`src/rtl/enc_pkg.sv`:
```
//==============================================================================
// Module : enc_pkg
// Brief  : Shared types and constants for the 4-to-2 arbitrating encoder.
// Rev    : 1.0 - initial release
//==============================================================================
`default_nettype none

package enc_pkg;

    typedef enum logic [0:0] {
        IDLE = 1'b0,
        HOLD = 1'b1
    } state_t;

    localparam int N_REQ_DEF = 4;

    function automatic int idx_w_of(input int n);
        return $clog2(n);
    endfunction

endpackage

`default_nettype wire

```
`src/rtl/enc_prio_sel.sv`:
```
//==============================================================================
// Module : enc_prio_sel
// Brief  : Combinational priority search; rotating from start_i, or fixed
//          highest-index-first when REVERSE is set (start_i unused then).
// Rev    : 1.0 - initial release
//==============================================================================
`default_nettype none

module enc_prio_sel #(
    parameter int N_REQ   = 4,
    parameter int IDX_W   = 2,
    parameter bit REVERSE = 1'b0
) (
    input  logic [N_REQ-1:0] req_i,
    input  logic [IDX_W-1:0] start_i,
    output logic             found_o,
    output logic [IDX_W-1:0] idx_o
);

    int p;

    always_comb begin
        found_o = 1'b0;
        idx_o   = '0;
        p       = 0;
        for (int k = 0; k < N_REQ; k++) begin
            if (REVERSE) begin
                p = N_REQ - 1 - k;
            end else begin
                p = int'(start_i) + k;
                if (p >= N_REQ) p = p - N_REQ;
            end
            if (!found_o && req_i[p[IDX_W-1:0]]) begin
                found_o = 1'b1;
                idx_o   = IDX_W'(p);
            end
        end
    end

endmodule

`default_nettype wire

```
`src/rtl/encoder_4to2_arb.sv`:
```
//==============================================================================
// Module : encoder_4to2_arb
// Brief  : Sequential encoder latching request events into a pending set and
//          granting one index at a time over a valid/ready handshake.
//          Define ENC_RR_EN for round-robin priority (default: highest index).
// Rev    : 1.0 - initial release
//==============================================================================
`default_nettype none

module encoder_4to2_arb
    import enc_pkg::*;
#(
    parameter int N_REQ = N_REQ_DEF,
    parameter int IDX_W = idx_w_of(N_REQ)
) (
    input  logic             clk,
    input  logic             rst,
    input  logic [N_REQ-1:0] d,
    input  logic             out_ready,
    output logic             out_valid,
    output logic [IDX_W-1:0] out_idx,
    output logic [N_REQ-1:0] pending,
    output logic             overflow
);

    generate
        if (IDX_W != idx_w_of(N_REQ)) begin : g_idxw_bad
            $error("encoder_4to2_arb: IDX_W must equal $clog2(N_REQ)");
        end
    endgenerate

    state_t             state_q, state_d;
    logic               out_valid_q, out_valid_d;
    logic [IDX_W-1:0]   out_idx_q, out_idx_d;
    logic [N_REQ-1:0]   pending_q, pending_d;
    logic               overflow_q, overflow_d;
    logic               hs;
    logic [N_REQ-1:0]   clr;
    logic               sel_found;
    logic [IDX_W-1:0]   sel_idx;
    logic [IDX_W-1:0]   sel_start;

    assign hs  = out_valid_q & out_ready;
    assign clr = hs ? (N_REQ'(1) << out_idx_q) : '0;

    // A fresh event on the bit being cleared re-arms it rather than overflowing.
    assign pending_d  = (pending_q & ~clr) | d;
    assign overflow_d = |(d & pending_q & ~clr);

`ifdef ENC_RR_EN
    logic [IDX_W-1:0] last_q;

    always_ff @(posedge clk) begin
        if (rst) begin
            last_q <= IDX_W'(N_REQ - 1);
        end else if (hs) begin
            last_q <= out_idx_q;
        end
    end

    assign sel_start = (last_q == IDX_W'(N_REQ - 1)) ? '0 : last_q + 1'b1;

    enc_prio_sel #(
        .N_REQ   (N_REQ),
        .IDX_W   (IDX_W),
        .REVERSE (1'b0)
    ) u_sel (
        .req_i   (pending_q),
        .start_i (sel_start),
        .found_o (sel_found),
        .idx_o   (sel_idx)
    );
`else
    assign sel_start = '0;

    enc_prio_sel #(
        .N_REQ   (N_REQ),
        .IDX_W   (IDX_W),
        .REVERSE (1'b1)
    ) u_sel (
        .req_i   (pending_q),
        .start_i (sel_start),
        .found_o (sel_found),
        .idx_o   (sel_idx)
    );
`endif

    always_comb begin
        state_d     = state_q;
        out_valid_d = out_valid_q;
        out_idx_d   = out_idx_q;
        case (state_q)
            IDLE: begin
                if (sel_found) begin
                    out_idx_d   = sel_idx;
                    out_valid_d = 1'b1;
                    state_d     = HOLD;
                end
            end
            HOLD: begin
                if (hs) begin
                    out_valid_d = 1'b0;
                    state_d     = IDLE;
                end
            end
            default: begin
                out_valid_d = 1'b0;
                state_d     = IDLE;
            end
        endcase
    end

    always_ff @(posedge clk) begin
        if (rst) begin
            state_q     <= IDLE;
            out_valid_q <= 1'b0;
            out_idx_q   <= '0;
            pending_q   <= '0;
            overflow_q  <= 1'b0;
        end else begin
            state_q     <= state_d;
            out_valid_q <= out_valid_d;
            out_idx_q   <= out_idx_d;
            pending_q   <= pending_d;
            overflow_q  <= overflow_d;
        end
    end

    assign out_valid = out_valid_q;
    assign out_idx   = out_idx_q;
    assign pending   = pending_q;
    assign overflow  = overflow_q;

endmodule

`default_nettype wire

```
`config.mk`:
```
export PLATFORM = sky130hd
export DESIGN_NAME = encoder_4to2_arb
export DESIGN_NICKNAME = d
export VERILOG_FILES = /design/src/rtl/enc_pkg.sv /design/src/rtl/enc_prio_sel.sv /design/src/rtl/encoder_4to2_arb.sv
export SDC_FILE = /design/constraint.sdc
export NUM_CORES = 1
export LEC_CHECK = 0
export BUFFER_PORTS_ARGS = -buffer_cell sky130_fd_sc_hd__buf_2
export CAP_MARGIN = 10
export CORE_AREA = 2 2 39 41
export CTS_CLUSTER_DIAMETER = 60
export DETAILED_ROUTE_END_ITERATION = 7
export DIE_AREA = 0 0 41 43
export MAX_ROUTING_LAYER = met4
export PLACE_DENSITY = 0.57
export SYNTH_ARGS = -nofsm -noshare
export SYNTH_HDL_FRONTEND = slang
export SYNTH_HIERARCHICAL = 1
export SYNTH_SLANG_ARGS = --single-unit
```
`constraint.sdc`:
```
create_clock -name clk -period 1.4 [get_ports clk]
set_clock_uncertainty 0.05 [all_clocks]
set_input_delay 0.28 -clock clk [delete_from_list [all_inputs] [get_ports clk]]
set_output_delay 0.28 -clock clk [all_outputs]
set_load 0.02 [all_outputs]
```
==> summary.txt, run 1 <==
Floorplanning
  • Core area: 1384 um^2
  • Rows: 14
  • Initial core utilization: 27.67%
  • Die Wd: 41 um
  • Die height: 43 um
  • # IOs: 15
  • Die Area: 1763 um^2

Placed design
  • Dpl ws: 0.002123 ns
  • Port-buffer cells: 14
  • Placer Congestion: 0.6563
  • DP Wirelength: 649 um

Final layout
  • Share of cells above drive strength 1: 41.27%
  • Most frequent cells in the layout: 14 x buf_2, 7 x nor2_1, 7 x dfxtp_1
  • Diodes inserted: 0
  • Most common cell after layout, fill and taps aside: buf_2
  • Area growth syn-to-layout: 39.87%
  • Fin util: 38.70%
  • Final Net Count: 71

Route
  • Routed WL: 883 um
  • DR DRC count: 0
  • Routed length per placed instance: 11.18 um
  • Drt via density: 4.709
  • ANT nets after route: 0
  • First-pass DRT Iterations: 2
  • 1st-iter DRT viols: 2
  • Detailed-route via count: 372

Power
  • VDD IR-drop max: 0.4356 mV
  • PD cells: 1207 nW/um^2
  • Leakage: 0.2514 nW

Clock network
  • Sink count of the clock tree: 9
  • Worst-Skew Late Latency: 0.26 ns
  • Clock transition at path regs: 0.06 ns
  • # H-tree levels: 1
  • TritonCTS Buffers: 3
  • CTS tree: yes
  • Bufs on Longest Clock Path: 2
  • CTS Root Cell: clkbuf_4
  • Hold_buf cts: 0
  • CTS resizes: 0

Yosys
  • Cells after synthesis: 42
  • Syn Area/Cell: 9.116 um^2
  • Mapped cell area: 382.9 um^2
  • Yosys warns: 6
  • Post-Syn Nets: 49

Worst setup path
  • Worst path cell trace: or2_1, or3_1, nor2b_4, mux2i_1, nor2_1
  • Crit path DAT: 1.49 ns
  • Worst EP required: 1.49 ns
  • CP max stage delay: 0.34 ns
  • Crit path kind: reg -> reg
  • CP max-delay cell: dfxtp_4
  • RR Startpoint: pending[2]$_SDFF_PP0_
  • Worst setup EP type: register
  • Bufs and invs on worst path: 0
  • Worst reg2reg setup slack: 0.004 ns
  • Family with the most delay on the worst path: simple AND/OR/NAND/NOR gates
  • Worst reg2reg path depth: 5
  • RR Endpoint: out_idx[0]$_SDFFE_PP0P_
  • Crit Path Max Fanout: 4
  • CP Launch Type: register

STA
  • Achievable Freq: 716.4 MHz
  • Setup WS post-layout: 0.004169 ns
  • Setup-failing EPs final: 0
  • Slew margin rel.: 82.97%
  • Final hold viol count: 0
  • Minimum clock period: 1.396 ns
  • Worst Tran Pin Value: 0.2550 ns
  • Slew Limit Fails: 0
  • RSZ-0062 raised after global routing: true
  • Post-route clock period utilization: 99.70%

Run
  • Max Cap Viol: 0

Hold path
  • Worst Hold End: pending[1]$_SDFF_PP0_
  • Hold path depth: 3
  • Hold_sp: d[1]
  • Hold Crit Class: in -> reg

Global route
  • First-pass GRT wire length: 1.276 mm
  • Vias in the first global route: 318
  • GR Util All Layers: 11.65%
  • Largest net degree at the start of global routing: 10
  • Remaining global-route overflow: 0
  • Antenna violations before repair: 0

Status
  • Status: completed
==> registers in the layout (all words and copies together) (netlist names) <==
name / cells
overflow: 1
out_idx: 2
state_q: 1
pending: 4
out_valid: 1
==> final cells by class <==
| cell class | count | area (um^2) |
|---|---|---|
| well taps | 16 | 20.02 |
| multi-input cells | 30 | 196.4 |
| inverters | 2 | 7.507 |
| flip-flops and latches | 9 | 185.2 |
| clock buffers | 4 | 26.28 |
| fillers | 144 | 848.3 |
| repair buffers | 18 | 100.1 |
==> metal layers <==
metal  vias up  part of all wire [%]  track usage [%]
met3         2                   5.3            3.141
li1        193                     -                -
met1       166                    45            12.94
met5         -                     0                -
met4         0                   1.7            12.00
met2        11                    48            15.31
==> where the power goes <==
part | internal (mW) | switching [mW] | total (mW)
clock network | 0.110 | 0.0870 | 0.197
logic | 0.0644 | 0.0768 | 0.141
registers | 0.281 | 0.0274 | 0.308
==> tightest hold or removal path: stages <==
cell	delay, ns
buf_2	0.09
a21oi_1	0.04
nor2_1	0.06
==> per-stage QoR <==
| stage | TNS [ns] | area (um^2) | hold slack, ns | total power [mW] | cells |
|---|---|---|---|---|---|
| CTS | 0 | 520.5 | 0.1907 | 0.6481 | 77 |
| floorplan | 0 | 392.9 | 0.3461 | 0.3974 | 42 |
| finish | 0 | 535.5 | 0.1937 | 0.6461 | 79 |
| global route | -0.1006 | 535.5 | 0.1923 | 0.6885 | 79 |
| global placement | 0 | 494.2 | 0.4419 | 0.4474 | 73 |
| detailed placement | 0 | 494.2 | 0.4644 | 0.4480 | 73 |
==> worst max-delay path by stage <==
stage,from,endpoint,slack (ns),cells past startpoint
after CTS,pending[2]$_SDFF_PP0_,out_idx[0]$_SDFFE_PP0P_,0.004,5
after global routing,pending[2]$_SDFF_PP0_,out_idx[0]$_SDFFE_PP0P_,-0.03,5
after floorplan,pending[2]$_SDFF_PP0_,out_idx[0]$_SDFFE_PP0P_,0.03,5
final,pending[2]$_SDFF_PP0_,out_idx[0]$_SDFFE_PP0P_,0.004,5
after detailed placement,pending[2]$_SDFF_PP0_,out_idx[0]$_SDFFE_PP0P_,0.002,5
after global placement,pending[2]$_SDFF_PP0_,out_idx[1]$_SDFFE_PP0P_,0.02,5
==> repair_timing <==
action | in CTS | in global routing
endpoints found under the setup margin | 1 | 4
buffers inserted | 0 | 2
pin swaps | 1 | 0
endpoints found under the hold margin | 0 | 0
(Power assumes the default switching activity.)
==> run 2: changes to the inputs <==
--- a/config.mk
+++ b/config.mk
@@ -7,12 +7,14 @@
 export LEC_CHECK = 0
 export BUFFER_PORTS_ARGS = -buffer_cell sky130_fd_sc_hd__buf_2
 export CAP_MARGIN = 10
-export CORE_AREA = 2 2 39 41
+export CELL_PAD_IN_SITES_DETAIL_PLACEMENT = 1
+export CELL_PAD_IN_SITES_GLOBAL_PLACEMENT = 2
+export CORE_MARGIN = 2
+export CORE_UTILIZATION = 22
 export CTS_CLUSTER_DIAMETER = 60
 export DETAILED_ROUTE_END_ITERATION = 7
-export DIE_AREA = 0 0 41 43
 export MAX_ROUTING_LAYER = met4
-export PLACE_DENSITY = 0.57
+export PLACE_DENSITY = 0.71
 export SYNTH_ARGS = -nofsm -noshare
 export SYNTH_HDL_FRONTEND = slang
 export SYNTH_HIERARCHICAL = 1
==> run 2 against run 1 <==
Hold slack improved by 0.0017 ns; non-clock buffer count is the same; clock-buffer cell count is the same; clock power up 3%; die area rose by 19%; combinational power hardly changed; final cell count increased by 1.3%; critical path depth unchanged; critical endpoint is now out_idx[1]$_SDFFE_PP0P_; critical path type unchanged; power rose by 1.6%; setup slack improved by 0.028 ns.
==> summary.txt, run 2 (synthesis gave the netlist of run 1 again) <==
Final layout
  • Share of cells above drive strength 1: 41.27% (unchanged)
  • Register area: 185.2 um^2 (unchanged)
  • Max FFs per register: 4 (unchanged)
  • Fin area: 536.8 um^2 (was 535.5 um^2)
  • Diodes inserted: 0 (unchanged)
  • Area growth syn-to-layout: 40.20% (was 39.87%)
  • Area of the multi-input gates: 196.4 um^2 (unchanged)
  • Most common cell after layout, fill and taps aside: buf_2 (unchanged)
  • Final Net Count: 71 (unchanged)
  • Fillers: 217 (was 144)
  • Most frequent cells in the layout: 14 x buf_2, 7 x nor2_1, 7 x dfxtp_1 (unchanged)

Worst setup path
  • Crit path from: pending[2]$_SDFF_PP0_ (unchanged)
  • CP Launch Type: register (unchanged)
  • RR Endpoint: out_idx[1]$_SDFFE_PP0P_ (was out_idx[0]$_SDFFE_PP0P_)
  • Worst path cell trace: or2_1, or3_1, nor2b_4, mux2i_1, nor2_1 (unchanged)
  • CP Capture Point: out_idx[1]$_SDFFE_PP0P_ (was out_idx[0]$_SDFFE_PP0P_)
  • CP max-delay cell: dfxtp_4 (unchanged)
  • Worst setup EP type: register (unchanged)
  • Crit Path Max Fanout: 4 (unchanged)
  • Worst reg2reg path depth: 5 (unchanged)
  • Crit path DAT: 1.47 ns (was 1.49 ns)
  • Crit path kind: reg -> reg (unchanged)
  • CP max stage delay: 0.34 ns (about the same)
  • Worst EP required: 1.50 ns (was 1.49 ns)
  • Worst reg2reg setup slack: 0.03 ns (was 0.004 ns)
  • RR Startpoint: pending[2]$_SDFF_PP0_ (unchanged)

Floorplanning
  • Die Area: 2090 um^2 (was 1763 um^2)
  • Initial core utilization: 22.67% (was 27.67%)
  • Die Wd: 45.72 um (was 41 um)
  • Rows: 15 (was 14)
  • Die height: 45.72 um (was 43 um)
  • # IOs: 15 (unchanged)
  • Core area: 1689 um^2 (was 1384 um^2)

Global route
  • Antenna violations before repair: 0 (unchanged)
  • First-pass GRT wire length: 1.683 mm (was 1.276 mm)
  • Vias in the first global route: 376 (was 318)
  • GR Util All Layers: 12.60% (was 11.65%)
  • Largest net degree at the start of global routing: 10 (unchanged)
  • Remaining global-route overflow: 0 (unchanged)

Clock network
  • Post-CTS Setup Bufs: 0 (unchanged)
  • Hold_buf cts: 0 (unchanged)
  • CTS resizes: 0 (unchanged)
  • TritonCTS Buffers: 3 (unchanged)
  • Clock transition at path regs: 0.06 ns (about the same)
  • # H-tree levels: 1 (unchanged)
  • CTS tree: yes (unchanged)
  • Worst-Skew Late Latency: 0.26 ns (about the same)
  • Sink count of the clock tree: 9 (unchanged)
  • Bufs on Longest Clock Path: 2 (unchanged)
  • CTS Root Cell: clkbuf_4 (unchanged)

STA
  • Worst Tran Pin Value: 0.2710 ns (was 0.2550 ns)
  • Final hold viol count: 0 (unchanged)
  • Slew Limit Fails: 0 (unchanged)
  • Post-route clock period utilization: 97.73% (was 99.70%)
  • Setup-failing EPs final: 0 (unchanged)
  • RSZ-0062 raised after global routing: true (unchanged)
  • Slew margin rel.: 81.91% (was 82.97%)
  • Minimum clock period: 1.368 ns (was 1.396 ns)
  • Setup WS post-layout: 0.03177 ns (was 0.004169 ns)
  • Achievable Freq: 730.9 MHz (was 716.4 MHz)

Route
  • DR DRC count: 0 (unchanged)
  • Detailed-route via count: 394 (was 372)
  • First-pass DRT Iterations: 2 (unchanged)
  • 1st-iter DRT viols: 4 (was 2)
  • Routed WL: 1.045 mm (was 883 um)
  • Drt via density: 4.925 (was 4.709)
  • Routed length per placed instance: 13.06 um (was 11.18 um)
  • ANT nets after route: 0 (unchanged)

Hold path
  • Hold Crit Class: in -> reg (unchanged)

Placed design
  • Placer Congestion: 0.6382 (was 0.6563)
  • Dpl ws: 0.01972 ns (was 0.002123 ns)
  • Placed inst area: 503.0 um^2 (was 494.2 um^2)
  • Port-buffer cells: 14 (unchanged)
  • DP Wirelength: 791.8 um (was 649 um)

Power
  • Total power: 0.6563 mW (was 0.6461 mW)
  • PD cells: 1223 nW/um^2 (was 1207 nW/um^2)
  • VDD IR-drop max: 0.3709 mV (was 0.4356 mV)
  • Leakage: 0.2513 nW (was 0.2514 nW)

Status
  • Status: completed (unchanged)

Run
  • Max Cap Viol: 0 (unchanged)
==> run 2: worst min-delay path by stage <==
stage | startpoint | end | slack (ns) | depth (start not counted)
2_1_floorplan | d[2] | pending[2]$_SDFF_PP0_ | 0.35 | 2
3_3_place_gp | d[1] | pending[1]$_SDFF_PP0_ | 0.46 | 3
3_5_place_dp | pending[0]$_SDFF_PP0_ | pending[0]$_SDFF_PP0_ | 0.46 | 2
4_1_cts | d[1] | pending[1]$_SDFF_PP0_ | 0.18 | 3
5_1_grt | d[2] | pending[2]$_SDFF_PP0_ | 0.22 | 3
6_report | d[1] | pending[1]$_SDFF_PP0_ | 0.20 | 3
==> run 2: final cells by class <==
cell class                      count  area share (%)
Clock buffer                        4           4.895
Inverter                            2           1.399
Tap cell                           17           3.963
Multi-Input combinational cell     30           36.60
Timing Repair Buffer               18           18.65
Sequential cell                     9           34.50
==> run 2: report_power, final <==
group	internal, mW	switching [mW]
clock	0.110	0.0927
combinational	0.0646	0.0787
sequential	0.281	0.0295
==> run 2: stage by stage <==
stage | instances | setup TNS (ns) | util (%) | hold WS (ns)
6_report | 80 | 0 | 31.78 | 0.1954
4_1_cts | 79 | 0 | 31.33 | 0.1850
3_5_place_dp | 75 | 0 | 29.78 | 0.4641
5_1_grt | 80 | -0.06710 | 31.78 | 0.2181
3_3_place_gp | 75 | 0 | 29.78 | 0.4596
2_1_floorplan | 42 | 0 | - | 0.3461
==> run 2: critical path, delay by kind of cell (launching register included) <==
family,cells,cell delay [ns]
and+or+nand+nor,4,0.73
DFF,1,0.34
muxes,1,0.15
==> run 2: metal layers <==
layer	part of all wire, %	routed length, um	track usage (%)	vias to the layer above
met5	0	0	-	-
met4	1.8	19	12.00	0
met3	3.9	41	3.571	2
met2	46	485	17.18	9
met1	48	499	14.42	188
li1	-	-	-	195
